===== src/rtl/avg_iir_filter.sv =====
// One-pole exponential moving average: y <= y + (x - y) * 2^-k on each accepted sample.
// Accumulator carries GUARD_BITS of extra fraction; output is rounded half up and saturated.
module avg_iir_filter #(
  parameter int DATA_WIDTH  = 24,
  parameter int GUARD_BITS  = 8,
  parameter int MAX_SHIFT   = 15,
  parameter int SHIFT_WIDTH = $clog2(MAX_SHIFT + 1)
) (
  input  logic                         i_clk,
  input  logic                         i_rst_n,
  input  logic                         i_clear,
  input  logic [SHIFT_WIDTH-1:0]       i_shift,
  input  logic                         i_valid,
  input  logic signed [DATA_WIDTH-1:0] i_data,
  output logic                         o_valid,
  output logic signed [DATA_WIDTH-1:0] o_data
);

  localparam int AW = DATA_WIDTH + GUARD_BITS;
  localparam logic [AW:0] HALF = (AW + 1)'(1) << (GUARD_BITS - 1);

  // Stream handshake: a sample is taken on every rising edge where i_valid=1
  // and i_clear=0 (no backpressure); o_valid pulses for one cycle one edge later.

  logic signed [AW-1:0]         acc;
  logic signed [AW-1:0]         acc_next;
  logic signed [AW:0]           x_ext;
  logic signed [AW:0]           diff;
  logic signed [AW:0]           step;
  logic signed [AW:0]           sum;
  logic signed [AW:0]           rnd;
  logic        [SHIFT_WIDTH-1:0] k;
  logic signed [DATA_WIDTH:0]   y_round;
  logic signed [DATA_WIDTH-1:0] y_sat;

  always_comb begin
    k = (i_shift > SHIFT_WIDTH'(MAX_SHIFT)) ? SHIFT_WIDTH'(MAX_SHIFT) : i_shift;
    x_ext = {i_data[DATA_WIDTH-1], i_data, {GUARD_BITS{1'b0}}};
    // One extra bit of headroom so x - acc cannot wrap.
    diff     = x_ext - {acc[AW-1], acc};
    step     = diff >>> k;
    sum      = {acc[AW-1], acc} + step;
    acc_next = sum[AW-1:0];
    rnd      = sum + HALF;
    y_round  = rnd[AW:GUARD_BITS];
    if (y_round[DATA_WIDTH] != y_round[DATA_WIDTH-1])
      y_sat = y_round[DATA_WIDTH] ? {1'b1, {(DATA_WIDTH-1){1'b0}}}
                                  : {1'b0, {(DATA_WIDTH-1){1'b1}}};
    else
      y_sat = y_round[DATA_WIDTH-1:0];
  end

  always_ff @(posedge i_clk or negedge i_rst_n) begin
    if (!i_rst_n) begin
      acc     <= '0;
      o_data  <= '0;
      o_valid <= 1'b0;
    end else if (i_clear) begin
      acc     <= '0;
      o_data  <= '0;
      o_valid <= 1'b0;
    end else if (i_valid) begin
      acc     <= acc_next;
      o_data  <= y_sat;
      o_valid <= 1'b1;
    end else begin
      o_valid <= 1'b0;
    end
  end

endmodule


===== config.mk =====
export PLATFORM = sky130hd
export DESIGN_NAME = avg_iir_filter
export DESIGN_NICKNAME = d
export VERILOG_FILES = /design/src/rtl/avg_iir_filter.sv
export SDC_FILE = /design/constraint.sdc
export NUM_CORES = 1
export LEC_CHECK = 0
export BUFFER_PORTS_ARGS = -buffer_cell sky130_fd_sc_hd__buf_2
export CORE_MARGIN = 5
export CORE_UTILIZATION = 40
export DETAILED_ROUTE_END_ITERATION = 6
export GPL_TIMING_DRIVEN = 0
export PLACE_DENSITY = 0.67
export SLEW_MARGIN = 20
export SYNTH_ARGS = -nofsm -noshare
export SYNTH_HDL_FRONTEND = slang
export SYNTH_SLANG_ARGS = --single-unit

===== constraint.sdc =====
create_clock -name i_clk -period 8.9 [get_ports i_clk]
set_input_delay 0.89 -clock i_clk [delete_from_list [all_inputs] [get_ports i_clk]]
set_output_delay 0.89 -clock i_clk [all_outputs]
set_load 0.01 [all_outputs]

==> out/metrics.cfg, run 1 <==
[clocking]
root_buffer = clkbuf_16
clk_pin_slew_ns = 0.05
cts_buffer_depth = 2
post_cts_resized = 0
clk_latency_ns = 0.35
cts.sinks = 57
htreeDepth = 3
cts_setup_buffers = 0
cts_hold_buffers = 0
cts_buffers = 9
cts_tree = yes

[critical_path]
r2r_end = o_data[9]
crit_path_start_kind = input port
critical_path.max_fanout = 10
rr_worst_depth = 26
critPathCaptureType = register
r2r_slack_ns = 0.67
worstPathArrival_ns = 8.65
critical_path_class = input port to register
required_ns = 9.16
rr_startpoint = acc[8]

[detailed_routing]
ant_nets = 0
drt_wl_total_mm = 26.7
routedWlPerCell_um = 18.8
first_pass_iters = 6
detailedRoute.firstIterationViolations = 863
vias = 8546
drc = 0
via_per_inst = 6.01

[placed_design]
place_ws_ns = 0.288
gp_congestion = 0.962
placed_cell_area_um2 = 8900
dpl.hpwl_mm = 21.2
dpl.cell_count = 1407
io_buffers = 54

[sta]
clock-skew-final_ns = 0.0131
rsz0062_at_grt = no
finalCritPeriodShare_pct = 94.3
slew_headroom_pct = 43.2
fmax_mhz = 119
setup_violations = 0
worst_pin_slew_ns = 0.853
hold_viol_final = 0
holdWs_ns = 0.483
fin_tns_setup_ns = 0
slew_viol_final = 0
fin_crit_ns = 8.40
final.setup.worst_slack_ns = 0.503

[yosys]
synthArstFlopShare_pct = 100
synth_cells = 1083
yosysSeqAreaShare_pct = 17.2
synth_area_leaders = dfrtp_1, ha_1, a21oi_1, mux2i_1, nand2_1
synth_top_cell_area_share_pct = 17.2
yosysTopAreaCell = dfrtp_1
ys_ff_latch = 57
yosysWarnings = 0
syn_avg_cell_area_um2 = 7.65
synthFlopType = dfrtp_1
syn-cell-area_um2 = 8290
synth.net_count = 1177
synth-edff-count = 0
netlist-cell-type-count = 92

[job]
cap_violations = 0

[floorplan]
die_y_um = 154
rows = 52
die_area_um2 = 23700
die_x_um = 154
ios = 57
core-area_um2 = 20300
start_util_pct = 40.8

[pwr]
leakagePower_nw = 3.89
p_switching_mw = 2.24
combPwrFrac_pct = 79.8
ir_drop_mv = 0.156
p_per_area_nw_per_um2 = 444
clkPwrFrac_pct = 9.3
switching_share_pct = 54.8
finalPower_mw = 4.09
p_seq_share_pct = 10.9
cellInternalPower_mw = 1.85

[worst_hold_path]
holdPathStages = 2
hp-start = o_data[0]
hold_path_class = register to register
whs_endpoint = o_data[0]

[grt]
grt_pass1_vias = 8030
grt_use_total_pct = 22.1
grt_max_degree = 58
grt_overflow_total = 0
antenna_found_initial = 0
grt_pass1_wl_mm = 42.5

[final_layout]
fin_util_pct = 45.4
area_delta_synth_final_pct = 11.1
diodes = 0
final_cell_area_um2 = 9210
drive_gt1_share_pct = 12.5
final_common_cell = nand2_1
stdcell_count = 1422
num-nets-final = 1242
final_cell_mix = nand2_1, a21oi_1, nor2_1

[status]
outcome = finished clean

-- power groups by stage --
stage | combinational [mW] | clock [mW] | sequential (mW)
floorplan | 2.44 | 0 | 0.432
global placement | 3.16 | 0 | 0.448
detailed placement | 3.19 | 0 | 0.450
CTS | 3.21 | 0.383 | 0.445
global route | 3.58 | 0.395 | 0.455
finish | 3.26 | 0.380 | 0.445
-- metal layers --
metal	routed length [µm]	GRT usage, %	share of wire, %
met4	775	7.02	2.9
met1	12300	30.5	46
met2	12200	35.4	46
met5	0	0	0
met3	1400	3.46	5.2
-- worst max path at each step --
stage | from | to | slack, ns | cells past startpoint
global placement | i_data[0] | o_data[22] | 0.35 | 26
global route | i_data[0] | o_data[22] | 0.04 | 26
CTS | i_data[0] | o_data[9] | 0.60 | 26
finish | i_data[0] | o_data[9] | 0.50 | 26
detailed placement | i_data[0] | o_data[9] | 0.29 | 26
floorplan | i_data[0] | o_data[11] | 1.80 | 25
-- synthesized netlist by cell type, drive strengths merged, types with 8 or more instances --
cell / instances
nand2b: 8
and3: 11
o211ai: 12
nand4: 17
nand2: 116
a21oi: 107
mux2: 16
a31oi: 8
nor3: 24
clkbuf: 41
xor2: 24
nand3: 22
buf: 15
mux2i: 48
o21a: 15
nor4: 8
nor2b: 8
and2: 11
o21bai: 8
o21ai: 68
a21o: 23
nor2: 104
a211oi: 24
ha: 61
a22oi: 9
a22o: 13
xnor2: 45
o221ai: 14
dfrtp: 57
inv: 47
-- critical path, cell delays in order --
cell and delay, ns:
buf_2 0.10, ha_1 0.35, or4b_2 0.67, nor4_2 0.41, o2111ai_1 0.27, nand3_1 0.23
a31oi_1 0.21, o21ai_0 0.20, a21o_1 0.17, xor2_2 0.12, mux4_2 0.53, mux4_2 0.50
ha_1 0.29, clkbuf_1 0.28, nand4_1 0.21, nor2_1 0.18, o2111ai_1 0.23, and3_1 0.24
nor3_1 0.61, and4_2 0.38, nand3b_1 0.14, nor4b_4 0.37, mux2i_2 0.54, nor2_4 0.15
buf_6 0.19, o221ai_2 0.17
-- flip-flops by register name (all words and copies together), names as in the netlist --
| register | count |
|---|---|
| acc | 32 |
| o_valid | 1 |
| o_data | 24 |
-- kinds of logic (layout without fill, tap and decap cells) --
logic type      after synthesis  after routing  share of synthesized area, %
simple gates                364            364                          21.9
compound gates              357            357                          28.8
buf+inv                     104            173                          5.38
mux                          70             70                          9.65
xor+xnor                     69             69                          7.61
fa+ha+maj                    62             62                          9.45
flops                        57             57                          17.2
-- cell type report --
class	count	area (µm²)
inverter	47	176
buffer	57	269
sequential	57	1430
clock inverter	3	65.1
fill	2101	11100
multi-input combinational	922	6410
tap	270	338
timing repair buffer	54	273
clock buffer	12	246
Power figures use the tool's default switching activity.
==> inputs of run 2 (changes only) <==
- ABC_AREA: default -> 1
- PLACE_DENSITY: 0.67 -> 0.66
==> out/metrics.cfg, run 2 <==
[critical_path]
crit_path_start_kind = input port
required_ns = 9.14
cp_slowest_cell = ha_1
cpMostUsedCell = nand2_1
critPathCaptureType = register
rr_worst_depth = 34
critical_path.max_fanout = 10
critical_path_class = input port to register
slowest_delay_ns = 0.41
worstPathArrival_ns = 6.07

[pwr]
p_per_area_nw_per_um2 = 434
ir_drop_mv = 0.172
leakagePower_nw = 5.61

[yosys]
yosysSeqAreaShare_pct = 15.7
synth-edff-count = 0
synthFlopType = dfrtp_1
synth_compound_area_share_pct = 9.88
netlist-cell-type-count = 47
synth-simple-area-share_pct = 49.7
synth_fa_ha_area_share_pct = 8.62
synth.net_count = 1720
yosys-top-cells-count = nand2_1, inv_1, nand3_1, nor2_1, ha_1
synthArstFlopShare_pct = 100
synth_cells = 1626
syn-cell-area_um2 = 9090
yosys.area_share.xor_xnor_pct = 3.92
yosysWarnings = 0
synth_top_family_by_area = simple AND/OR/NAND/NOR gates
ys_ff_latch = 57
synth_top_cell_area_share_pct = 25.2
synthMuxAreaShare_pct = 0.220
syn_avg_cell_area_um2 = 5.59
yosysTopAreaCell = nand2_1
synth.most_common_cell = nand2_1
synth_area_leaders = nand2_1, dfrtp_1, nand3_1, inv_1, ha_1

[clocking]
post_cts_resized = 0
clk_pin_slew_ns = 0.05
cts_hold_buffers = 0
clk_latency_ns = 0.35
root_buffer = clkbuf_16
cts_buffers = 9
cts_setup_buffers = 0
cts.sinks = 57
cts_tree = yes
htreeDepth = 3
cts_buffer_depth = 2

[final_layout]
largest-register = acc
fillers = 2494
final_common_cell = nand2_1
final_cell_mix = nand2_1, inv_1, nand3_1
num-nets-final = 1785
diodes = 0
stdcell_count = 1981
multi_input_area_um2 = 6570
seqCellArea_um2 = 1430
drive_gt1_share_pct = 9.32
area_delta_synth_final_pct = 10.0
reg.largest.list = acc (32), o_data (24), o_valid (1)
largest_reg_flops = 32
final_cell_area_um2 = 10000

[floorplan]
die_y_um = 161
rows = 55
die_area_um2 = 25800
start_util_pct = 40.4
die_x_um = 161
core-area_um2 = 22500
ios = 57

[sta]
worst_pin_slew_ns = 0.899
rsz0062_at_grt = no
slew_headroom_pct = 39.9
fin_crit_ns = 5.84
fin_tns_setup_ns = 0
clock-skew-final_ns = 0.00637
hold_viol_final = 0
setup_violations = 0
fmax_mhz = 171
holdWs_ns = 0.470
slew_viol_final = 0
finalCritPeriodShare_pct = 65.6

[worst_hold_path]
holdPathStages = 2
hold_path_class = register to register

[grt]
antenna_found_initial = 0
grt_max_degree = 58
grt_pass1_wl_mm = 49.0
grt_use_total_pct = 23.5
grt_pass1_vias = 9690
grt_overflow_total = 0

[placed_design]
gp_congestion = 1.00
dpl.cell_count = 1965
dpl.hpwl_mm = 25.6
io_buffers = 54
placed_cell_area_um2 = 9720

[detailed_routing]
routedWlPerCell_um = 15.3
highest_layer = met4
detailedRoute.firstIterationViolations = 974
via_per_inst = 5.22
drt_wl_total_mm = 30.3
met3_length_mm = 2.03
drc = 0
vias = 10300
drt-met1-wl_mm = 13.7
ant_nets = 0
wl_met2_mm = 13.4
first_pass_iters = 5

[job]
cap_violations = 0

[status]
outcome = finished clean

[run 2: report_power, final]
group / total (mW) / switching, mW / internal (mW)
logic: 3.59 / 2.43 / 1.16
clock network: 0.337 / 0.136 / 0.202
registers: 0.414 / 0.0607 / 0.353
total: 4.34 / 2.63 / 1.71
[run 2: logic make-up after synthesis]
kind of cell | Yosys count
and+or+nand+nor | 1027
DFF | 57
muxes | 2
xor gates and xnor gates | 39
AOI/OAI and AO/OA | 158
buffers and inverters | 281
adders and majority gates | 62
[run 2: final cells by class]
type,count,area share [%]
Inverter,244,9.16
Multi-Input combinational cell,1288,65.7
Timing Repair Buffer,54,2.73
Tap cell,285,3.56
Clock buffer,11,2.53
Sequential cell,57,14.3
Clock inverter,5,0.300
Buffer,37,1.76
[run 2: through the flow]
step,setup slack (ns),power (mW),util (%)
2_1_floorplan,3.86,3.10,-
3_3_place_gp,2.91,3.91,43.2
3_5_place_dp,2.87,3.96,43.2
4_1_cts,3.09,4.33,44.5
5_1_grt,2.34,4.82,44.5
6_report,3.06,4.34,44.5
[run 2: layer usage]
metal / up-vias / GRT usage, %
met5: - / 0
met3: 53 / 3.95
met1: 4652 / 31.7
met4: 0 / 9.19
li1: 5329 / -
met2: 313 / 37.6
[run 2: final timing paths]
| kind | startpoint | endpoint | slack, ns |
|---|---|---|---|
| setup / recovery | i_data[4] | o_data[20] | 3.06 |
| hold / removal | o_data[9] | o_data[9] | 0.47 |
| setup reg to reg | acc[1] | o_data[20] | 3.07 |
| hold reg to reg | o_data[9] | o_data[9] | 0.47 |
| max in group asynchronous | i_rst_n | acc[24] | 7.74 |
| min in group asynchronous | i_rst_n | o_data[3] | 0.62 |
[run 2: worst max-delay path, delay by kind of cell]
| kind | cells | cell delay [ns] |
|---|---|---|
| AND/OR/NAND/NOR | 26 | 3.03 |
| buffers and inverters | 2 | 0.28 |
| AO/OA/AOI/OAI | 5 | 1.10 |
| adder cells (fa/ha/maj) | 2 | 0.77 |
==> inputs of run 3 (changes only) <==
- ABC_AREA: 1 -> 0
- PLACE_DENSITY: 0.66 -> 0.67
- clock period: 8.9 -> 5.8 ns (I/O delays scaled with it)
==> out/metrics.cfg, run 3 (synthesis results as in run 1) <==
[placed_design]
dpl.hpwl_mm = 21.3
gp_congestion = 0.961
dpl.cell_count = 1407
io_buffers = 54

[detailed_routing]
detailedRoute.firstIterationViolations = 816
via_per_inst = 6.10
drc = 3
ant_nets = 0
vias = 9049
routedWlPerCell_um = 19.2
first_pass_iters = 7
drt_wl_total_mm = 28.4

[critical_path]
cpMostUsedCell = nor4_4
critical_path_class = register to register
cp_slowest_cell = or4_4
worstPathArrival_ns = 6.71
critPathCaptureType = register
critical_path.max_fanout = 9
slowest_delay_ns = 0.63
crit_path_start_kind = register
required_ns = 6.01
path_cells = or4_4 -> nor4_4 -> o31a_1 -> a221o_1 -> xor2_1 -> a21oi_2 -> a22oi_2 -> mux2i_1 -> a21oi_1 -> ha_2 -> a21o_1 -> or2_4 -> o211ai_1 -> nor2b_1 -> o21ai_1 -> xor2_4 -> nand3_2 -> nor4_4 -> nand3_1 -> o211ai_4 -> buf_6 -> o221ai_4

[clocking]
cts_buffer_depth = 2
cts_buffers = 9
root_buffer = clkbuf_16
clk_latency_ns = 0.35
clk_pin_slew_ns = 0.06
cts.sinks = 57
htreeDepth = 3
cts_tree = yes

[sta]
fin_crit_ns = 6.50
setup_violations = 24
fmax_mhz = 154
finalCritPeriodShare_pct = 112
final.setup.worst_slack_ns = -0.697
slew_headroom_pct = 42.5
slew_viol_final = 0
rsz0062_at_grt = yes
hold_viol_final = 0
clock-skew-final_ns = 0.0141
worst_pin_slew_ns = 0.863

[status]
violations = DRC, setup timing
outcome = finished, violations left

[final_layout]
drive_gt1_share_pct = 31.1
num-nets-final = 1302
final_common_cell = nand2_1
largest_reg_flops = 32
reg.largest.list = acc (32), o_data (24), o_valid (1)
seqCellArea_um2 = 1430
multi_input_area_um2 = 7410
stdcell_count = 1483
fillers = 1915
diodes = 0
largest-register = acc
area_delta_synth_final_pct = 29.5
final_cell_mix = nand2_1, nor2_1, a21oi_1

[floorplan]
core-area_um2 = 20300
rows = 52
die_area_um2 = 23700
die_y_um = 154
start_util_pct = 40.8
ios = 57
die_x_um = 154

[grt]
grt_pass1_vias = 8295
grt_max_degree = 58
grt_overflow_total = 0
grt_use_total_pct = 22.9
grt_pass1_wl_mm = 44.5
antenna_found_initial = 0

[worst_hold_path]
hold_path_class = input port to asynchronous set/reset pin

[job]
cap_violations = 0

[run 3: what timing repair did]
item / CTS / global route
pin swaps: 36 / 68
buffers inserted: 24 / 43
gates cloned: 0 / 2
hold buffers: 0 / 0
resized for setup: 108 / 111
endpoints found under the setup margin: 33 / 32
[run 3: worst paths after layout]
check	startpoint	endpoint	slack [ns]	depth (start not counted)
max	acc[3]	o_data[3]	-0.70	22
min	i_rst_n	o_data[6]	0.30	1
max reg2reg	acc[3]	o_data[3]	-0.70	22
min reg2reg	o_data[0]	o_data[0]	0.47	2
max in group asynchronous	i_rst_n	acc[1]	4.87	1
min in group i_clk	o_data[0]	o_data[0]	0.47	2
[run 3: critical path: cells and delay by family, from the launching register on]
family                     cells  cell delay (ns)
AOI/OAI and AO/OA             10             2.23
xor gates and xnor gates       2             0.64
adders and majority gates      1             0.37
buffers and inverters          1             0.20
DFF                            1             0.49
muxes                          1             0.17
and+or+nand+nor                7             2.26
[run 3: area by class of cell]
class                      count  area share (%)
sequential                    57            13.4
timing repair buffer         123            7.64
clock buffer                   9            2.10
multi-input combinational    922            69.0
tap                          270            3.15
inverter                      47            1.67
buffer                        48            2.31
clock inverter                 7           0.723
[run 3: per-stage QoR]
stage	utilization (%)	setup TNS (ns)	setup WS, ns	cell area, µm²	hold slack [ns]
2_1_floorplan	-	-5.27	-0.295	8450	0.284
3_3_place_gp	44.6	-35.76	-1.53	9060	0.466
3_5_place_dp	44.6	-37.51	-1.59	9060	0.470
4_1_cts	49.2	-16.25	-0.710	9980	0.358
5_1_grt	52.9	-21.15	-0.913	10700	0.395
6_report	52.9	-15.50	-0.697	10700	0.297
[run 3: per-layer routing]
metal,up-vias,global-route usage (%),wire [µm]
li1,4291,-,-
met1,4302,31.6,12400
met2,403,37.2,13500
met3,53,2.59,1720
met4,0,7.78,788
met5,-,0,0
Power of run 3 is not shown: default switching activity piles up to over one toggle a cycle in this logic, so the estimate is an artifact.
